File: config.mk
export PLATFORM = sky130hd
export DESIGN_NAME = alu_op_decoder
export DESIGN_NICKNAME = d
export VERILOG_FILES = /design/src/rtl/alu_ctrl_pkg.sv /design/src/rtl/alu_op_decoder.sv
export SDC_FILE = /design/constraint.sdc
export NUM_CORES = 1
export LEC_CHECK = 0
export CAP_MARGIN = 10
export CORE_AREA = 2 2 39 41
export DETAILED_ROUTE_END_ITERATION = 10
export DIE_AREA = 0 0 41 43
export PLACE_DENSITY = 0.39
export SYNTH_ARGS = -nofsm -noshare
export SYNTH_HDL_FRONTEND = slang
export SYNTH_SLANG_ARGS = --single-unit
File: constraint.sdc
create_clock -name vclk -period 1.8
set_clock_uncertainty 0.2 [all_clocks]
set_input_delay 0.36 -clock vclk [all_inputs]
set_output_delay 0.36 -clock vclk [all_outputs]
set_load 0.02 [all_outputs]
File: src/rtl/alu_ctrl_pkg.sv
// rtl/alu_ctrl_pkg.sv - shared opcodes, ALU function codes, FSM states and decoded control bundle
// Imported by alu_op_decoder and alu_op_sequencer. No ports.
package alu_ctrl_pkg;

  localparam int OPW    = 8;
  localparam int ALUOPW = 3;

  localparam logic [OPW-1:0] OP_LOADI = 8'h00;
  localparam logic [OPW-1:0] OP_MOV   = 8'h01;
  localparam logic [OPW-1:0] OP_ADD   = 8'h02;
  localparam logic [OPW-1:0] OP_SUB   = 8'h03;
  localparam logic [OPW-1:0] OP_AND   = 8'h04;
  localparam logic [OPW-1:0] OP_OR    = 8'h05;
  localparam logic [OPW-1:0] OP_J     = 8'h06;
  localparam logic [OPW-1:0] OP_BEQ   = 8'h07;
  localparam logic [OPW-1:0] OP_LWD   = 8'h08;
  localparam logic [OPW-1:0] OP_LWI   = 8'h09;
  localparam logic [OPW-1:0] OP_SWD   = 8'h0A;
  localparam logic [OPW-1:0] OP_SWI   = 8'h0B;
  localparam logic [OPW-1:0] OP_MUL   = 8'h0C;

  localparam logic [ALUOPW-1:0] ALUOP_FWD = 3'b000;
  localparam logic [ALUOPW-1:0] ALUOP_ADD = 3'b001;
  localparam logic [ALUOPW-1:0] ALUOP_AND = 3'b010;
  localparam logic [ALUOPW-1:0] ALUOP_OR  = 3'b011;

  typedef enum logic [2:0] {ST_IDLE, ST_EXEC, ST_MEM, ST_WB, ST_MUL} state_t;

  // Instruction class chosen at decode; steers the EXEC-state branch.
  typedef enum logic [2:0] {K_NONE, K_ALU, K_JUMP, K_BRANCH, K_LOAD, K_STORE, K_MUL} kind_t;

  typedef struct packed {
    logic              legal;
    kind_t             kind;
    logic              twos;
    logic              imm;
    logic [ALUOPW-1:0] aluop;
  } ctrl_t;

endpackage

File: src/rtl/alu_op_decoder.sv
// rtl/alu_op_decoder.sv - combinational opcode to control-bundle decoder
// Ports: i_opcode (OPW) opcode to decode; o_ctrl (ctrl_t) legal flag, class, operand mux selects, ALUOP.
// Macro ALU_MUL_SEQ_EN: when defined opcode 0C decodes as a sequenced multiply, otherwise it is illegal.
module alu_op_decoder
  import alu_ctrl_pkg::*;
(
  input  logic [OPW-1:0] i_opcode,
  output ctrl_t          o_ctrl
);

  always_comb begin
    o_ctrl       = '0;
    o_ctrl.legal = 1'b1;
    o_ctrl.aluop = ALUOP_FWD;
    case (i_opcode)
      OP_LOADI: begin o_ctrl.kind = K_ALU; o_ctrl.imm = 1'b1; end
      OP_MOV:   o_ctrl.kind = K_ALU;
      OP_ADD:   begin o_ctrl.kind = K_ALU; o_ctrl.aluop = ALUOP_ADD; end
      OP_SUB:   begin o_ctrl.kind = K_ALU; o_ctrl.aluop = ALUOP_ADD; o_ctrl.twos = 1'b1; end
      OP_AND:   begin o_ctrl.kind = K_ALU; o_ctrl.aluop = ALUOP_AND; end
      OP_OR:    begin o_ctrl.kind = K_ALU; o_ctrl.aluop = ALUOP_OR; end
      OP_J:     o_ctrl.kind = K_JUMP;
      OP_BEQ:   begin o_ctrl.kind = K_BRANCH; o_ctrl.aluop = ALUOP_ADD; o_ctrl.twos = 1'b1; end
      OP_LWD:   o_ctrl.kind = K_LOAD;
      OP_LWI:   begin o_ctrl.kind = K_LOAD; o_ctrl.imm = 1'b1; end
      OP_SWD:   o_ctrl.kind = K_STORE;
      OP_SWI:   begin o_ctrl.kind = K_STORE; o_ctrl.imm = 1'b1; end
      OP_MUL: begin
`ifdef ALU_MUL_SEQ_EN
        o_ctrl.kind  = K_MUL;
        o_ctrl.aluop = ALUOP_ADD;
`else
        o_ctrl.legal = 1'b0;
`endif
      end
      default:  o_ctrl.legal = 1'b0;
    endcase
  end

endmodule

== Word-level counts from Yosys, hierarchy flattened ==
Cells that the tools add are included.
Operators by class
  eq/ne operators: 11
  multiplexer cells: 5
  reduce and logical (&&, ||, !) cells: 8
Operators by type and width (number)
  8-bit by 3-bit equality test with 1-bit output, second input constant: 4
  8-bit by 4-bit equality test with 1-bit output, second input constant: 4
  8-bit by 2-bit equality test with 1-bit output, second input constant: 2
  3-bit case mux with 5 select lines: 1
  12-bit OR reduction: 1
  8-bit by 1-bit equality test with 1-bit output, second input constant: 1
  8-bit zero test: 1
  2-bit case mux with 3 select lines: 1
  2-bit OR reduction: 3
  3-bit OR reduction: 2
  6-bit OR reduction: 1
  1-bit two-way mux: 3
Word-level totals
  register bits: 0
  input port bits: 8
  output and inout port bits: 9
  logic and storage cells: 24

== Longest topological paths before layout ==
Gate-level depths: netlist of run 1.
  depth after elaboration: 3
  depth in mapped cells: 4

== Worst setup path before layout of run 1 ==
No wires, ideal clock.
  path type: input -> output
  from: input port i_opcode[5]
  to: output port o_ctrl[7] in the netlist's numbering
  data arrival time: 1.561 ns
  slack: -0.321 ns
  stages: 3
  cells stage by stage: or4_4 -> buf_6 -> nor3b_1
RTL lines
  from (decl): line alu_op_decoder.sv:7  | input logic [OPW-1:0] i_opcode,
  to (decl): line alu_op_decoder.sv:8  | output ctrl_t o_ctrl

==> results of run 1 <==
-- repair_timing --
| item | 4_1_cts | 5_1_grt |
|---|---|---|
| resized for setup | 60 | 2 |
| pin swaps | 6 | 5 |
| setup endpoints to repair | 8 | 8 |
-- layout by cell type (no fill, tap or decap), drive strengths merged, types with 2 or more instances in the layout --
master         netlist  layout
a21oi                3       3
and3                 2       2
buf                  2      16
clkdlybuf4s50        0       2
dlygate4sd2          0       2
nor3                 2       2
-- cell type report --
class / instances / share of cell area, %
inverter: 1 / 0.993
multi-input combinational: 16 / 44.0
timing repair buffer: 21 / 49.7
tap: 16 / 5.30
-- final timing paths --
kind	startpoint	end	slack (ns)
setup / recovery	i_opcode[7]	o_ctrl[4]	-0.25
hold / removal	i_opcode[6]	o_ctrl[5]	0.96
-- cells by family after synthesis --
group | after synthesis | synth area share (%)
AO/OA/AOI/OAI | 5 | 25.2
buffers and inverters | 4 | 19.8
AND/OR/NAND/NOR | 10 | 52.3
other | 1 | 2.70
-- layer usage --
layer  wire length (microns)  vias to the layer above
li1                        -                      106
met1                     206                       88
met2                     238                       13
met3                      51                        0
met4                       0                        0
met5                       0                        -
-- power by group --
part,switching (mW),internal (mW),total (mW)
Clock,0,0,0
Combinational,0.0262,0.0305,0.0567
Sequential,0,0,0
==> run_results.csv, run 1 <==
group,metric,value,unit
cells_and_area,seqCellArea,0,sq um
cells_and_area,multi_input_area,166,sq um
global_routing,use_met3,0,%
cells_and_area,area_delta_synth_final,172,%
synth,yosysMostFrequentCell,"a21oi_1",
detailed_routing,vias_per_cell,3.83,
synth,synth_area,139,sq um
detailed_routing,ant_nets,0,
synth,seq_area_frac_synth,0,%
global_routing,grt.busiest_layer,"met2",
timing,whs,0.957,ns
critical_path,path_cells,"buf_6, or4_4, nor2_4, and3_4, buf_6",
synth,syn_nets,28,
synth,synth.area.top_cells,"a21oi_1, nor4b_2, a211oi_2",
critical_path,crit_family,"simple AND/OR/NAND/NOR gates",
detailed_routing,drt_iter0_drc,0,
synth,ys_top_cells_by_count,"a21oi_1, and3_1, nor3_1",
timing,setup_tns,-1.56,ns
detailed_routing,firstDrtPassIters,1,
floorplanning,die_w,41,microns
cells_and_area,instances_no_fill,54,
power_and_ir_drop,leakage,0.169,nW
detailed_routing,wl_per_cell,9.19,microns
timing,final_max_slew_viol_count,0,
floorplanning,rows,14,
critical_path,max_stage_delay,0.63,ns
critical_path,worstSetupEndpointType,"output port",
synth,synth_cell_types,16,
hold_path,holdPathStages,4,
placement,place_area,372,sq um
cells_and_area,final_core_util,27.3,%
placement,globalplace.congestion,0.562,
placement,place_hpwl,439,microns
critical_path,path_depth,5,
power_and_ir_drop,power,0.0567,mW
global_routing,grt_start_max_net_pins,8,
critical_path,crit_slowest_cell,"or4_4",
cells_and_area,nNetsFinal,48,
critical_path,worstPathRequired,1.24,ns
detailed_routing,routed_wl,496,microns
placement,pre_cts_ws,-1.06,ns
floorplanning,die_h,43,microns
critical_path,critPathLaunchType,"input port",
synth,synth_top_cell_by_area,"a21oi_1",
floorplanning,start_util,10.0,%
global_routing,antenna_found_initial,0,
power_and_ir_drop,ir_worst_vdd,0.0382,mV
synth,synth_top_area_share,10.8,%
cells_and_area,drive_above_1_share,71.1,%
timing,rsz0062_at_grt,"yes",
critical_path,cp_num_buf_inv,2,
timing,min_period_over_period,114,%
global_routing,grt_pass1_wl,793,microns
global_routing,grt.overflow.total,0,
timing,setup_slack,-0.254,ns
hold_path,worstHoldPathType,"input port to output port",
floorplanning,die-area,0.00176,sq mm
floorplanning,design.core.area,0.00138,sq mm
critical_path,cpMostUsedCell,"buf_6",
cells_and_area,num-fill-cells,142,
global_routing,track_usage,6.09,%
global_routing,grt.met2_usage,11.3,%
outcome,status,"finished, violations left",
cells_and_area,final_area,378,sq um
synth,yosys_warnings,0,
floorplanning,pin_count,17,
timing,finalSetupViolCount,8,
run,cap_violations,0,
synth,synth_cells,20,
outcome,violations,"negative setup slack",
clocking,cts-hold-fix-buffers,0,
critical_path,crit_fanout,7,
power_and_ir_drop,powerDensity,150,mW/mm^2
clocking,cts_setup_buffers,0,
global_routing,use_met1,7.91,%
critical_path,crit_type,"input port to output port",
cells_and_area,diodes,0,
cells_and_area,seq_cells,0,
placement,port-buffer-count,16,
timing,hold_violations,0,
synth,syn_avg_cell_area,6.94,sq um
placement,placedCellCount,54,
global_routing,grt_pass1_vias,200,
detailed_routing,drc,0,
critical_path,arrival,1.49,ns
timing,timing.fmax,487,MHz
detailed_routing,dr_total_vias,207,
cells_and_area,clkbuf_count,0,
timing,finalCriticalPeriod,2.05,ns
Note: power is estimated with default switching activity, not from simulation.
==> run 2: changes to the inputs <==
- clock period: 1.8 -> 2 ns (I/O delays scaled with it)
==> run_results.csv, run 2 (synthesis results as in run 1) <==
group,metric,value,unit
cells_and_area,diodes,0,
placement,port-buffer-count,16,
global_routing,grt_start_max_net_pins,9,
outcome,status,"finished, violations left",
run,cap_violations,0,
floorplanning,pin_count,17,
placement,place_hpwl,384,microns
critical_path,crit_type,"input port to output port",
cells_and_area,final_cell_mix,"buf_4, buf_6, a21oi_1, dlygate4sd2_1",
timing,rsz0062_at_grt,"yes",
global_routing,grt_pass1_wl,772,microns
floorplanning,rows,14,
placement,pre_cts_ws,-0.906,ns
cells_and_area,area_delta_synth_final,125,%
hold_path,holdPathEnd,"o_ctrl[0]",
cells_and_area,clkbuf_count,0,
detailed_routing,drt_iter0_drc,5,
cells_and_area,instances_no_fill,50,
clocking,cts-hold-fix-buffers,0,
hold_path,worstHoldPathType,"input port to output port",
placement,placedCellCount,50,
detailed_routing,firstDrtPassIters,2,
critical_path,arrival,1.51,ns
power_and_ir_drop,switching_share,51.0,%
critical_path,crit_fanout,7,
floorplanning,die_w,41,microns
detailed_routing,routed_wl,467,microns
detailed_routing,vias_per_cell,3.84,
timing,whs,1.04,ns
timing,hold_violations,0,
power_and_ir_drop,p_sw,0.0198,mW
cells_and_area,multi_input_area,145,sq um
power_and_ir_drop,ir_worst_vdd,0.0359,mV
critical_path,critPathLaunchType,"input port",
cells_and_area,seqCellArea,0,sq um
detailed_routing,dr_total_vias,192,
floorplanning,die-area,0.00176,sq mm
global_routing,grt.overflow.total,0,
hold_path,hold_path.startpoint,"i_opcode[6]",
power_and_ir_drop,p_clk_share,0,%
timing,min_period_over_period,105,%
power_and_ir_drop,power_frac_comb,100.0,%
global_routing,antenna_found_initial,0,
floorplanning,start_util,10.0,%
timing,setup_slack,-0.109,ns
global_routing,track_usage,5.69,%
hold_path,holdPathStages,4,
detailed_routing,drc,0,
floorplanning,design.core.area,0.00138,sq mm
outcome,violations,"negative setup slack",
global_routing,grt_pass1_vias,177,
placement,globalplace.congestion,0.499,
timing,finalCriticalPeriod,2.11,ns
cells_and_area,num-fill-cells,160,
detailed_routing,wl_per_cell,9.34,microns
cells_and_area,nNetsFinal,44,
floorplanning,die_h,43,microns
critical_path,worstSetupEndpointType,"output port",
cells_and_area,final_common_cell,"buf_4",
timing,final_max_slew_viol_count,0,
critical_path,worstPathRequired,1.40,ns
timing,timing.fmax,474,MHz
cells_and_area,drive_above_1_share,61.8,%
detailed_routing,ant_nets,0,
power_and_ir_drop,leakage,0.139,nW
timing,finalSetupViolCount,8,
power_and_ir_drop,seq_power_share,0,%
power_and_ir_drop,intPower,0.0190,mW
power_and_ir_drop,powerDensity,124,mW/mm^2
cells_and_area,seq_cells,0,
[run 2: how the worst max path moves through the flow]
| stage | cells after the start | end | from |
|---|---|---|---|
| floorplan | 3 | o_ctrl[7] | i_opcode[5] |
| global placement | 5 | o_ctrl[6] | i_opcode[5] |
| detailed placement | 5 | o_ctrl[6] | i_opcode[5] |
| CTS | 5 | o_ctrl[6] | i_opcode[6] |
| global route | 5 | o_ctrl[6] | i_opcode[5] |
| finish | 5 | o_ctrl[4] | i_opcode[5] |
[run 2: power by group through the flow]
stage | Combinational, mW | Clock [mW] | Sequential [mW]
2_1_floorplan | 0.0192 | 0 | 0
3_3_place_gp | 0.0415 | 0 | 0
3_5_place_dp | 0.0421 | 0 | 0
4_1_cts | 0.0384 | 0 | 0
5_1_grt | 0.0423 | 0 | 0
6_report | 0.0388 | 0 | 0
[run 2: through the flow]
| step | total power, mW | area (sq um) | util (%) | setup TNS [ns] |
|---|---|---|---|---|
| floorplan | 0.0192 | 158 | - | -0.0462 |
| global placement | 0.0415 | 322 | 23.2 | -6.64 |
| detailed placement | 0.0421 | 322 | 23.2 | -6.71 |
| CTS | 0.0384 | 303 | 21.9 | -0.616 |
| global route | 0.0423 | 313 | 22.6 | -0.770 |
| finish | 0.0388 | 313 | 22.6 | -0.482 |
[run 2: routing by layer]
layer / vias to the layer above / global-route usage, % / share of wire (%)
met2: 15 / 8.13 / 36
met1: 79 / 9.81 / 51
met3: 0 / 0 / 13
li1: 98 / - / -
met5: - / 0 / 0
met4: 0 / 0 / 0
[run 2: what timing repair did]
| action | 4_1_cts | 5_1_grt |
|---|---|---|
| endpoints found under the setup margin | 8 | 8 |
| pin swaps | 3 | 3 |
| setup buffers | 0 | 0 |
| gates resized for setup | 58 | 4 |
[run 2: cell type report]
cell class | count | area share [%]
multi-input combinational | 16 | 46.4
timing repair buffer | 17 | 46.0
tap | 16 | 6.40
inverter | 1 | 1.20
[run 2: worst max-delay path: stages]
cell	delay, ns
buf_6	0.09
or4_4	0.61
nor2_4	0.12
and3_4	0.18
buf_6	0.11
